File: config.mk
export PLATFORM = sky130hd
export DESIGN_NAME = left_to_right
export DESIGN_NICKNAME = d
export VERILOG_FILES = /design/src/rtl/left_to_right_pkg.sv /design/src/rtl/left_to_right_step_prescaler.sv /design/src/rtl/left_to_right.sv
export SDC_FILE = /design/constraint.sdc
export NUM_CORES = 1
export LEC_CHECK = 0
export ABC_CLOCK_PERIOD_IN_PS = 4500
export BUFFER_PORTS_ARGS = -buffer_cell sky130_fd_sc_hd__buf_2
export CAP_MARGIN = 20
export CORE_MARGIN = 3
export CORE_UTILIZATION = 30
export DETAILED_ROUTE_END_ITERATION = 10
export HOLD_SLACK_MARGIN = 0.1
export SKIP_LAST_GASP = 1
export SYNTH_ARGS = -nofsm -noshare
export SYNTH_HDL_FRONTEND = slang
export SYNTH_SLANG_ARGS = --single-unit
File: constraint.sdc
create_clock -name clk -period 4.5 [get_ports clk]
set_input_delay 0.9 -clock clk [delete_from_list [all_inputs] [get_ports clk]]
set_output_delay 0.9 -clock clk [all_outputs]
set_load 0.005 [all_outputs]
File: src/rtl/left_to_right_pkg.sv
// Shared constants and types for the left_to_right LED chaser.
// LED_INIT is the reset/recovery pattern; dir_e is used only when bounce motion is built in.
package left_to_right_pkg;
  localparam int LED_W = 8;
  localparam logic [LED_W-1:0] LED_INIT  = 8'h80;
  localparam logic [LED_W-1:0] LED_RIGHT = 8'h01;

  typedef enum logic {DIR_RIGHT, DIR_LEFT} dir_e;

  function automatic logic is_onehot(input logic [LED_W-1:0] v);
    return (v != '0) && ((v & (v - 1'b1)) == '0);
  endfunction
endpackage

File: src/rtl/left_to_right_step_prescaler.sv
// Step prescaler: counts 0..DIV-1 and strobes step while the count sits at DIV-1.
// Step is combinational from the count register; synchronous active-low reset clears the count.
module step_prescaler #(
  parameter int DIV = 4
) (
  input  logic clk,
  input  logic reset,
  output logic step
);
  localparam int CW = (DIV > 1) ? $clog2(DIV) : 1;
  localparam logic [CW-1:0] LAST = CW'(DIV - 1);

  if (DIV < 1) begin : g_bad_div
    $error("step_prescaler: DIV must be at least 1");
  end

  logic [CW-1:0] cnt;

  assign step = (cnt == LAST);

  always_ff @(posedge clk) begin
    if (!reset) begin
      cnt <= '0;
    end else if (step) begin
      cnt <= '0;
    end else begin
      cnt <= cnt + 1'b1;
    end
  end
endmodule

File: src/rtl/left_to_right.sv
// One-hot LED chaser moving right one position every STEP_DIV cycles, wrapping 01 -> 80.
// Define LEFT_TO_RIGHT_BOUNCE_EN for ping-pong motion instead of wrapping.
module left_to_right
  import left_to_right_pkg::*;
#(
  parameter int STEP_DIV = 4
) (
  input  logic             clk,
  input  logic             reset,
  output logic [LED_W-1:0] LED8
);
  if (STEP_DIV < 1) begin : g_bad_step_div
    $error("left_to_right: STEP_DIV must be at least 1");
  end

  logic             step;
  logic [LED_W-1:0] led_nxt;

  step_prescaler #(
    .DIV(STEP_DIV)
  ) u_prescaler (
    .clk  (clk),
    .reset(reset),
    .step (step)
  );

`ifdef LEFT_TO_RIGHT_BOUNCE_EN
  dir_e dir;
  dir_e dir_nxt;

  // A corrupted (non-one-hot or X) pattern falls to the else branch and recovers to LED_INIT.
  always_comb begin
    led_nxt = LED8;
    dir_nxt = dir;
    if (step) begin
      if (is_onehot(LED8)) begin
        if (dir == DIR_RIGHT) begin
          if (LED8 == LED_RIGHT) begin
            led_nxt = LED_RIGHT << 1;
            dir_nxt = DIR_LEFT;
          end else begin
            led_nxt = LED8 >> 1;
          end
        end else begin
          if (LED8 == LED_INIT) begin
            led_nxt = LED_INIT >> 1;
            dir_nxt = DIR_RIGHT;
          end else begin
            led_nxt = LED8 << 1;
          end
        end
      end else begin
        led_nxt = LED_INIT;
        dir_nxt = DIR_RIGHT;
      end
    end
  end

  always_ff @(posedge clk) begin
    if (!reset) begin
      LED8 <= LED_INIT;
      dir  <= DIR_RIGHT;
    end else begin
      LED8 <= led_nxt;
      dir  <= dir_nxt;
    end
  end
`else
  always_comb begin
    led_nxt = LED8;
    if (step) begin
      if (is_onehot(LED8)) begin
        led_nxt = {LED8[0], LED8[LED_W-1:1]};
      end else begin
        led_nxt = LED_INIT;
      end
    end
  end

  always_ff @(posedge clk) begin
    if (!reset) begin
      LED8 <= LED_INIT;
    end else begin
      LED8 <= led_nxt;
    end
  end
`endif
endmodule

* Word level (Yosys, flattened, before mapping)
Cells that the tools add are included.
Word-level totals: register bits 10, input bits 2, output and inout port bits 8, word-level logic and storage cells 12
Operators by class: $add $sub $neg 2, equal/unequal tests 1, muxes and demuxes 1, bitwise operators 2, reductions and logical operators 4
Operators with widths (count):
- AND 8 bit | 1
- logical NOT 8 bit | 1
- two-way mux 8 bit | 1
- nonzero test 8 bit | 1
- subtractor 8 x 1 -> 8 bit (second input constant) | 1
- adder 2 x 1 -> 2 bit (second input constant) | 1
- == test 2 bit (second input constant) | 1
- OR reduction 2 bit | 1
- logical AND 1 bit | 1
- inverter 1 bit | 1

* Logic depth before layout (Yosys ltp)
Gate-level depths: netlist of the first run.
word-level depth 5, mapped depth 5, mapped depth without buffers 5

* Hierarchy
A second synthesis of the first run with hierarchy kept.
Unflattened totals: cells, all modules 56, area total of the unflattened synthesis 534.3 um^2
Modules (own cells, without submodules):
- left_to_right | times used 1, cells each 51, area each 460.4 um^2
- step_prescaler | times used 1, cells each 5, area each 73.8 um^2

* Worst setup path after synthesis of the first run
No wires, ideal clock.
kind input-to-reg, start point input reset, end point register LED8[0], setup time 0.061 ns, arrival time 1.626 ns, data required time 4.439 ns, slack 2.813 ns, stages on the path 3, path through or4bb_1 -> nor2_1 -> a32o_1
RTL lines:
- start, declared | RTL line left_to_right.sv:9 | input logic reset,
- end signal, assigned | RTL line left_to_right.sv:84 | LED8 <= led_nxt;
- end, declared | RTL line left_to_right.sv:10 | output logic [LED_W-1:0] LED8

* Worst setup path after layout of the first run
start point register LED8[1], end point output LED8[1]
No word-level cell between the ends.

==> results of run 1 <==
-- path summary, 6_finish.rpt --
path / cells past startpoint / from / end
worst max-delay path: 1 / LED8[1] / LED8[1]
worst max register to register: 4 / LED8[1] / LED8[3]
worst min-delay path: 1 / u_prescaler.cnt[0] / u_prescaler.cnt[0]
worst min register to register: 1 / u_prescaler.cnt[0] / u_prescaler.cnt[0]
-- kinds of logic after synthesis --
logic type | Yosys count | share of synthesized area
compound gates | 16 | 0.235
fa+ha+maj | 3 | 0.0545
buf+inv | 5 | 0.0692
flops | 10 | 0.335
simple gates | 29 | 0.306
-- per-layer routing --
layer,vias to the layer above,GRT usage
met5,-,0
met4,0,0.0135
met2,16,0.141
met3,0,0.0653
met1,234,0.151
li1,258,-
-- metrics by stage --
stage / hold slack (ns) / power [µW] / util / instance area (µm²)
5_1_grt: 0.449 / 184 / 0.365 / 658
6_report: 0.424 / 173 / 0.365 / 658
3_3_place_gp: 0.407 / 113 / 0.353 / 636
3_5_place_dp: 0.416 / 114 / 0.353 / 636
4_1_cts: 0.425 / 174 / 0.365 / 658
2_1_floorplan: 0.399 / 108 / - / 597
-- cell type report --
type                       count  area, µm²  share of cell area
inverter                       1       3.75             0.00570
multi-input combinational     48        355               0.540
timing repair buffer           9       45.0              0.0684
sequential                    10        200               0.304
tap                           25       31.3              0.0475
clock buffer                   3       22.5              0.0342
-- sequential cells by signal, indices dropped and copies added, names as in the netlist --
| signal | cells |
|---|---|
| LED8 | 8 |
| u_prescaler.cnt | 2 |
-- power by group --
part	total [µW]	internal (µW)	switching [µW]
Clock	61.1	30.9	30.2
Sequential	96.0	92.2	3.84
Combinational	15.5	7.69	7.77
Total	173	131	41.8
-- Yosys cell counts, drive strengths merged --
cell type / n
and2: 1
o31ai: 1
nor4: 2
nand3: 1
nor4b: 1
o22a: 1
o22ai: 1
nand2: 6
and4b: 1
a2111oi: 2
inv: 1
o311ai: 1
nand4: 2
buf: 4
a22o: 1
nand2b: 3
nor2b: 3
nor2: 4
maj3: 2
nor3: 2
a32o: 1
ha: 1
o31a: 1
a21boi: 4
or4bb: 1
dfxtp: 10
o21ai: 3
or4: 2
==> metrics.md, run 1 <==
| Metric | Value |
|---|---|
| H-tree levels | `1` |
| Antenna violations before repair | `0` |
| Dpl ws | `2.56 ns` |
| Worst Path Required | `3.60 ns` |
| Clk Latency, worst-skew pair | `around 0.27 ns` |
| Commonest non-fill, non-tap cell in the layout | `dfxtp_1` |
| Avg Synthesized Cell Area | `9.47 µm²` |
| First-pass DRT Iterations | `4` |
| Area leader, netlist | `dfxtp_1` |
| Top cell family by delay on the critical path | `flip-flops` |
| DRC errors left | `0` |
| Setup TNS | `0 ns` |
| Top Metal Used | `met3` |
| PortBufs | `9` |
| Crit Path Class | `reg2out` |
| Final setup vio count | `0` |
| Ranking of synthesized cells by area | `dfxtp_1 34%, nor4_2 4.2%, buf_6 3.8%` |
| Top cell type's share of synthesized area | `0.335` |
| CP peak stage delay | `0.61 ns` |
| CTS clock-pin slew for the worst setup and hold paths | `around 0.070 ns` |
| Hpwl dp | `slightly below 900 µm` |
| Top-level I/O count | `10` |
| Post-synth net total | `66` |
| Final hold viol count | `0` |
| Largest net degree at the start of global routing | `13` |
| Post-Synthesis Cells | `63` |
| Share of layout cells above drive strength 1 | `0.239` |
| First-pass GRT wire length | `2.04 mm` |
| LEAKAGE | `0.000245 µW` |
| Final Cycle Share | `0.439` |
| Area growth from synthesis to layout | `10.3%` |
| Worst setup margin | `2.53 ns` |
| Slowest cell on crit path | `dfxtp_1` |
| Least-Margin Pin Slew | `0.456 ns` |
| Register area share after synthesis | `0.335` |
| RSZ-0062 raised after global routing | `false` |
| # Max-Cap Violations | `0` |
| Kind of start point of the critical path | `flop` |
| CP Capture Type | `output pin` |
| CTS Root Cell | `clkbuf_4` |
| Post-Layout Cell Count | `96` |
| Clk buf depth | `2` |
| Initial DRC Count | `11` |
| Mapped Area | `597 µm²` |
| Total Routing Usage GR | `0.107` |
| Met2 routed WL | `490 µm` |
| Num CTS Buffers | `3` |
| WP buf/inv | `1` |
| Seq cells post-synth | `10` |
| Pwr/cell area | `262 nW/µm²` |
| R2R Setup Slk | `between 2 and 3 ns` |
| Grt ovf | `0` |
| Post-CTS setup buffer count | `0` |
| DIE HEIGHT | `50.6 µm` |
| CTS tree | `yes` |
| Inserted Diodes | `0` |
| Vias | `508` |
| Commonest non-fill, non-tap cells in the layout | `10 x dfxtp_1, 9 x buf_2, 6 x nand2_1` |
| Antenna viol nets, final | `0` |
| VDD IR max | `0.106 mV` |
| Clk_skew | `around 0.0073 ns` |
| Final net count | `76` |
| TritonCTS Sinks | `10` |
| Initial core utilization | `0.331` |
| Fillers | `between 150 and 200` |
| WL met1 | `602 µm` |
| Vias in the first global route | `around 420` |
| CP Cell Sequence | `buf_2` |
| Fin crit period | `a little under 2 ns` |
| Crit path DAT | `1.07 ns` |
| Hold-fix buffers, CTS | `0` |
| Hold WC Path Type | `reg2reg` |
| Die ar. | `around 2600 µm²` |
| Status | `complete, no violations` |
| Fmax achieved | `507 MHz` |
| Worst-path maximum fanout | `12` |
| WL met3 | `89 µm` |
| Core Box Area | `1800 µm²` |
| Pins over their slew limit | `0` |
| Die Span X | `between 50 and 60 µm` |
| Final wirelength | `1.18 mm` |
| # resized after CTS | `0` |
| Yosys warning count | `0` |
| Placed cells | `93` |
| Placer Congestion | `0.756` |
| Worst relative slew slack | `0.694` |
| Yosys cell types | `34` |
| Row count | `15` |
| DR WL/cell | `12.3 µm` |
| Routed vias/inst | `~5.3` |
Note: power is estimated with default switching activity, not from simulation.
==> run 2: changes to the inputs <==
- ABC_CLOCK_PERIOD_IN_PS: 4500 -> 1900
- clock period: 4.5 -> 1.9 ns (I/O delays scaled with it)
==> metrics.md, run 2 (synthesis gave the netlist of run 1 again) <==
| Metric | Value |
|---|---|
| Commonest non-fill, non-tap cell in the layout | `dfxtp_1` |
| Final setup vio count | `0` |
| CP Cell Sequence | `nor3_1 -> a2111oi_1 -> a21boi_2 -> o21ai_1` |
| CP peak stage delay | `0.56 ns` |
| Hold WC Path Type | `reg2reg` |
| Clk buf depth | `2` |
| Final net count | `77` |
| Post-CTS setup buffer count | `0` |
| Final Cycle Share | `0.834` |
| Vias | `497` |
| Die Span X | `~50 µm` |
| CP Capture Type | `flop` |
| CTS clock-pin slew for the worst setup and hold paths | `0.06 ns` |
| Clk Latency, worst-skew pair | `0.26 ns` |
| Inserted Diodes | `0` |
| Placer Congestion | `0.791` |
| Reg with most FFs | `LED8` |
| Total Routing Usage GR | `0.108` |
| Largest net degree at the start of global routing | `11` |
| Power share of the clock group | `0.350` |
| Share of layout cells above drive strength 1 | `0.250` |
| Initial DRC Count | `4` |
| Biggest regs | `LED8: 8 flops, u_prescaler.cnt: 2 flops` |
| VDD IR max | `0.291 mV` |
| TritonCTS Sinks | `10` |
| Clk_skew | `between 0.004 and 0.005 ns` |
| H-tree levels | `1` |
| Hold EP | `u_prescaler.cnt[0]` |
| First-pass DRT Iterations | `4` |
| Commonest non-fill, non-tap cells in the layout | `10 x dfxtp_1, 9 x buf_2, 6 x nand2_1` |
| First-pass GRT wire length | `1.97 mm` |
| Worst Path Required | `2.09 ns` |
| WHS Path Cells | `1` |
| Hpwl dp | `between 800 and 900 µm` |
| Top-level I/O count | `10` |
| Worst r2r dst | `LED8[4]` |
| NetSw | `slightly below 100 µW` |
| # resized after CTS | `0` |
| Crit path DAT | `between 1.5 and 2 ns` |
| CTS Root Cell | `clkbuf_4` |
| LEAKAGE | `about 0.00025 µW` |
| R2R Setup Slk | `between 0.3 and 0.4 ns` |
| Pwr/cell area | `611 nW/µm²` |
| Pins over their slew limit | `0` |
| Final wirelength | `between 1 and 1.5 mm` |
| Initial core utilization | `0.331` |
| Worst relative slew slack | `0.708` |
| Setup TNS | `0 ns` |
| Max reg flops | `8` |
| Antenna viol nets, final | `0` |
| Crit Reg-Reg Startpoint | `LED8[2]` |
| Least-Margin Pin Slew | `around 0.43 ns` |
| Area growth from synthesis to layout | `11.5%` |
| DRC errors left | `0` |
| DIE HEIGHT | `50.6 µm` |
| DR WL/cell | `12.2 µm` |
| Vias in the first global route | `roughly 430` |
| Int Power | `around 310 µW` |
| CTS tree | `yes` |
| Worst-path maximum fanout | `10` |
| RSZ-0062 raised after global routing | `false` |
| Num CTS Buffers | `3` |
| Die ar. | `between 2000 and 3000 µm²` |
| Kind of start point of the critical path | `flop` |
| Sequential share of power | `0.560` |
| Grt ovf | `0` |
| Crit Path Class | `reg2reg` |
| Fin crit period | `1.59 ns` |
| Top cell family by delay on the critical path | `compound AO/OA/AOI/OAI gates` |
| WP buf/inv | `0` |
| Core Box Area | `1800 µm²` |
| Status | `complete, no violations` |
| Hold Startpoint | `u_prescaler.cnt[0]` |
| Worst hold slack | `around 0.43 ns` |
| Switching share of power | `0.239` |
| Hold-fix buffers, CTS | `0` |
| PortBufs | `9` |
| Fmax achieved | `approximately 630 MHz` |
| Row count | `15` |
| Combinational Power Share | `0.090` |
| Final hold viol count | `0` |
| # Max-Cap Violations | `0` |
| R2R cell count | `4` |
| Slowest cell on crit path | `dfxtp_1` |
| Routed vias/inst | `5.12` |
| Antenna violations before repair | `0` |
-- run 2: through the flow --
stage / utilization / power [µW] / cell area [µm²] / cells / setup WS, ns
6_report: 0.369 / 407 / 666 / 97 / 0.315
5_1_grt: 0.369 / 435 / 666 / 97 / 0.159
4_1_cts: 0.369 / 419 / 666 / 97 / 0.312
3_5_place_dp: 0.357 / 269 / 643 / 94 / 0.341
3_3_place_gp: 0.357 / 268 / 643 / 94 / 0.331
2_1_floorplan: - / 256 / 597 / 63 / 0.460
-- run 2: layout make-up --
cell class / count / area (µm²)
Tap cell: 25 / 31.3
Sequential cell: 10 / 200
Fill cell: 199 / 1140
Multi-Input combinational cell: 48 / 355
Timing Repair Buffer: 10 / 52.6
Inverter: 1 / 3.75
Clock buffer: 3 / 22.5
-- run 2: worst max path at each step --
stage	start	to	slack, ns	cells past startpoint
finish	LED8[2]	LED8[4]	0.31	4
global route	LED8[2]	LED8[2]	0.16	4
CTS	LED8[2]	LED8[4]	0.31	4
detailed placement	LED8[2]	LED8[4]	0.34	4
global placement	LED8[2]	LED8[2]	0.33	4
floorplan	LED8[4]	LED8[3]	0.46	5
-- run 2: routing by layer --
metal,vias to the layer above,wire length (µm),track usage,share of wire
met3,4,56,0.0534,0.047
met2,9,467,0.137,0.40
li1,262,-,-,-
met4,0,35,0.0673,0.030
met1,222,620,0.141,0.53
met5,-,0,0,0
-- run 2: power groups by stage --
stage | logic [µW] | registers [µW] | clock network [µW]
after global placement | 36.4 | 232 | 0
after floorplan | 25.5 | 231 | 0
after CTS | 36.8 | 228 | 155
final | 36.6 | 228 | 142
after detailed placement | 36.5 | 233 | 0
after global routing | 41.8 | 229 | 164
==> run 3: changes to the inputs <==
- ABC_AREA: not set -> 1
- ABC_CLOCK_PERIOD_IN_PS: 1900 -> 1600
- clock period: 1.9 -> 1.6 ns (I/O delays scaled with it)
==> metrics.md, run 3 <==
| Metric | Value |
|---|---|
| Mapped Area | `502 µm²` |
| CP peak stage delay | `0.45 ns` |
| Pins over their slew limit | `0` |
| Antenna violations before repair | `0` |
| CP Cell Sequence | `buf_2` |
| Top-count cell post-synth | `nand2_1` |
| Row count | `14` |
| First-pass DRT Iterations | `5` |
| Biggest regs | `LED8: 8 flops, u_prescaler.cnt: 2 flops` |
| DR WL/cell | `8.65 µm` |
| Least-Margin Pin Slew | `0.284 ns` |
| Fin crit period | `1.19 ns` |
| Slowest cell on crit path | `dfxtp_1` |
| Clk_skew | `0.00104 ns` |
| Placer Congestion | `0.756` |
| Max reg flops | `8` |
| Worst relative slew slack | `0.810` |
| Vias | `473` |
| CP Capture Type | `output pin` |
| Hold-fix buffers, CTS | `0` |
| Yosys warning count | `0` |
| VDD IR max | `0.303 mV` |
| Vias in the first global route | `350` |
| Final setup vio count | `0` |
| Hpwl dp | `736 µm` |
| Die Span X | `46.9 µm` |
| Post-synth net total | `83` |
| Top cell type's share of synthesized area | `0.399` |
| PortBufs | `9` |
| WL met1 | `475 µm` |
| Clk buf depth | `2` |
| Post-CTS setup buffer count | `0` |
| DRC errors left | `0` |
| Commonest non-fill, non-tap cell in the layout | `nand2_1` |
| Total Routing Usage GR | `0.106` |
| RSZ-0062 raised after global routing | `false` |
| WL met3 | `45 µm` |
| Crit path DAT | `around 0.87 ns` |
| Die ar. | `2200 µm²` |
| Grt ovf | `0` |
| Final hold viol count | `0` |
| Worst Path Required | `1.28 ns` |
| TritonCTS Sinks | `10` |
| LEAKAGE | `roughly 0.00036 µW` |
| Clk Latency, worst-skew pair | `0.27 ns` |
| Area leader, netlist | `dfxtp_1` |
| Ranking of synthesized cells by area | `dfxtp_1 40%, nand2_1 26%, nor2_1 11%` |
| Status | `complete, no violations` |
| Async SR Flop Fraction | `0` |
| Yosys cell types | `11` |
| Fmax achieved | `between 800 and 900 MHz` |
| Commonest non-fill, non-tap cells in the layout | `35 x nand2_1, 15 x nor2_1, 11 x inv_1` |
| DIE HEIGHT | `46.9 µm` |
| Multi-input logic area | `260 µm²` |
| H-tree levels | `1` |
| Hold WC Path Type | `in2reg` |
| Crit Path Class | `reg2out` |
| Met2 routed WL | `411 µm` |
| Kind of start point of the critical path | `flop` |
| CTS tree | `yes` |
| Post-synth EDFFs | `0` |
| Initial DRC Count | `6` |
| # resized after CTS | `0` |
| Most instantiated cells after synthesis | `35 x nand2_1, 15 x nor2_1, 11 x inv_1` |
| Area growth from synthesis to layout | `21.7%` |
| Avg Synthesized Cell Area | `6.27 µm²` |
| Fillers | `176` |
| Final net count | `98` |
| First-pass GRT wire length | `around 1.5 mm` |
| Seq cells post-synth | `10` |
| CTS clock-pin slew for the worst setup and hold paths | `roughly 0.070 ns` |
| WP buf/inv | `1` |
| Post-Synthesis Cells | `80` |
| Reg with most FFs | `LED8` |
| Final Cycle Share | `0.744` |
| Antenna viol nets, final | `0` |
| Core Box Area | `about 1500 µm²` |
| Initial core utilization | `0.325` |
| CTS Root Cell | `clkbuf_4` |
| Top-level I/O count | `10` |
| Sequential cell area | `200 µm²` |
| Register area share after synthesis | `0.399` |
| Worst-path maximum fanout | `5` |
| Inserted Diodes | `0` |
| Pwr/cell area | `898 nW/µm²` |
| Ys flop type | `dfxtp_1` |
| Largest net degree at the start of global routing | `9` |
| Top cell family by delay on the critical path | `flip-flops` |
| Routed vias/inst | `roughly 4.3` |
| Num CTS Buffers | `3` |
| Share of layout cells above drive strength 1 | `0.202` |
| # Max-Cap Violations | `0` |
| Final wirelength | `952 µm` |
| Pwr Total | `around 550 µW` |
| Final core utilization | `0.396` |
| Setup TNS | `0 ns` |
| Top Metal Used | `met4` |
[run 3: final timing paths]
check | to | slack, ns | cells past startpoint | from
worst max register to register | LED8[7] | 0.42 | 6 | LED8[1]
worst max-delay path | LED8[0] | 0.41 | 1 | LED8[0]
worst min register to register | u_prescaler.cnt[0] | 0.43 | 1 | u_prescaler.cnt[0]
worst min-delay path | LED8[1] | 0.42 | 5 | reset
[run 3: through the flow]
stage	hold WS (ns)	instances	cell area (µm²)	setup WS, ns
2_1_floorplan	0.399	80	502	0.454
3_3_place_gp	0.407	106	574	0.428
3_5_place_dp	0.415	106	574	0.436
4_1_cts	0.405	110	611	0.387
5_1_grt	0.428	110	611	0.304
6_report	0.420	110	611	0.409
[run 3: power by group]
group	leakage, µW	switching [µW]	total (µW)	internal, µW
Sequential	0.0000812	6.53	266	259
Combinational	0.000256	33.4	53.0	19.6
Clock	0.0000210	91.1	229	138
Total	0.000358	131	548	417
[run 3: area by class of cell]
type / count / share of cell area
tap: 16 / 0.0328
multi-input combinational: 59 / 0.426
clock buffer: 4 / 0.0594
inverter: 11 / 0.0676
sequential: 10 / 0.328
timing repair buffer: 10 / 0.0861
[run 3: cells by family (layout without fill, tap and decap cells)]
family,Yosys count,in the layout,share of synthesized area
AO/OA/AOI/OAI,2,2,0.0199
adder cells (fa/ha/maj),1,1,0.0249
buffers and inverters,11,25,0.0823
flip-flops,10,10,0.399
AND/OR/NAND/NOR,56,56,0.474
[run 3: per-layer routing]
metal / GRT usage / up-vias
li1: - / 263
met1: 0.128 / 197
met2: 0.136 / 9
met3: 0.0498 / 4
met4: 0.0994 / 0
met5: 0 / -
[run 3: worst min-delay path: stages]
cell and delay (ns):
buf_2 0.10, inv_1 0.04, nor2_1 0.07, nand2_1 0.07, nand2_1 0.05
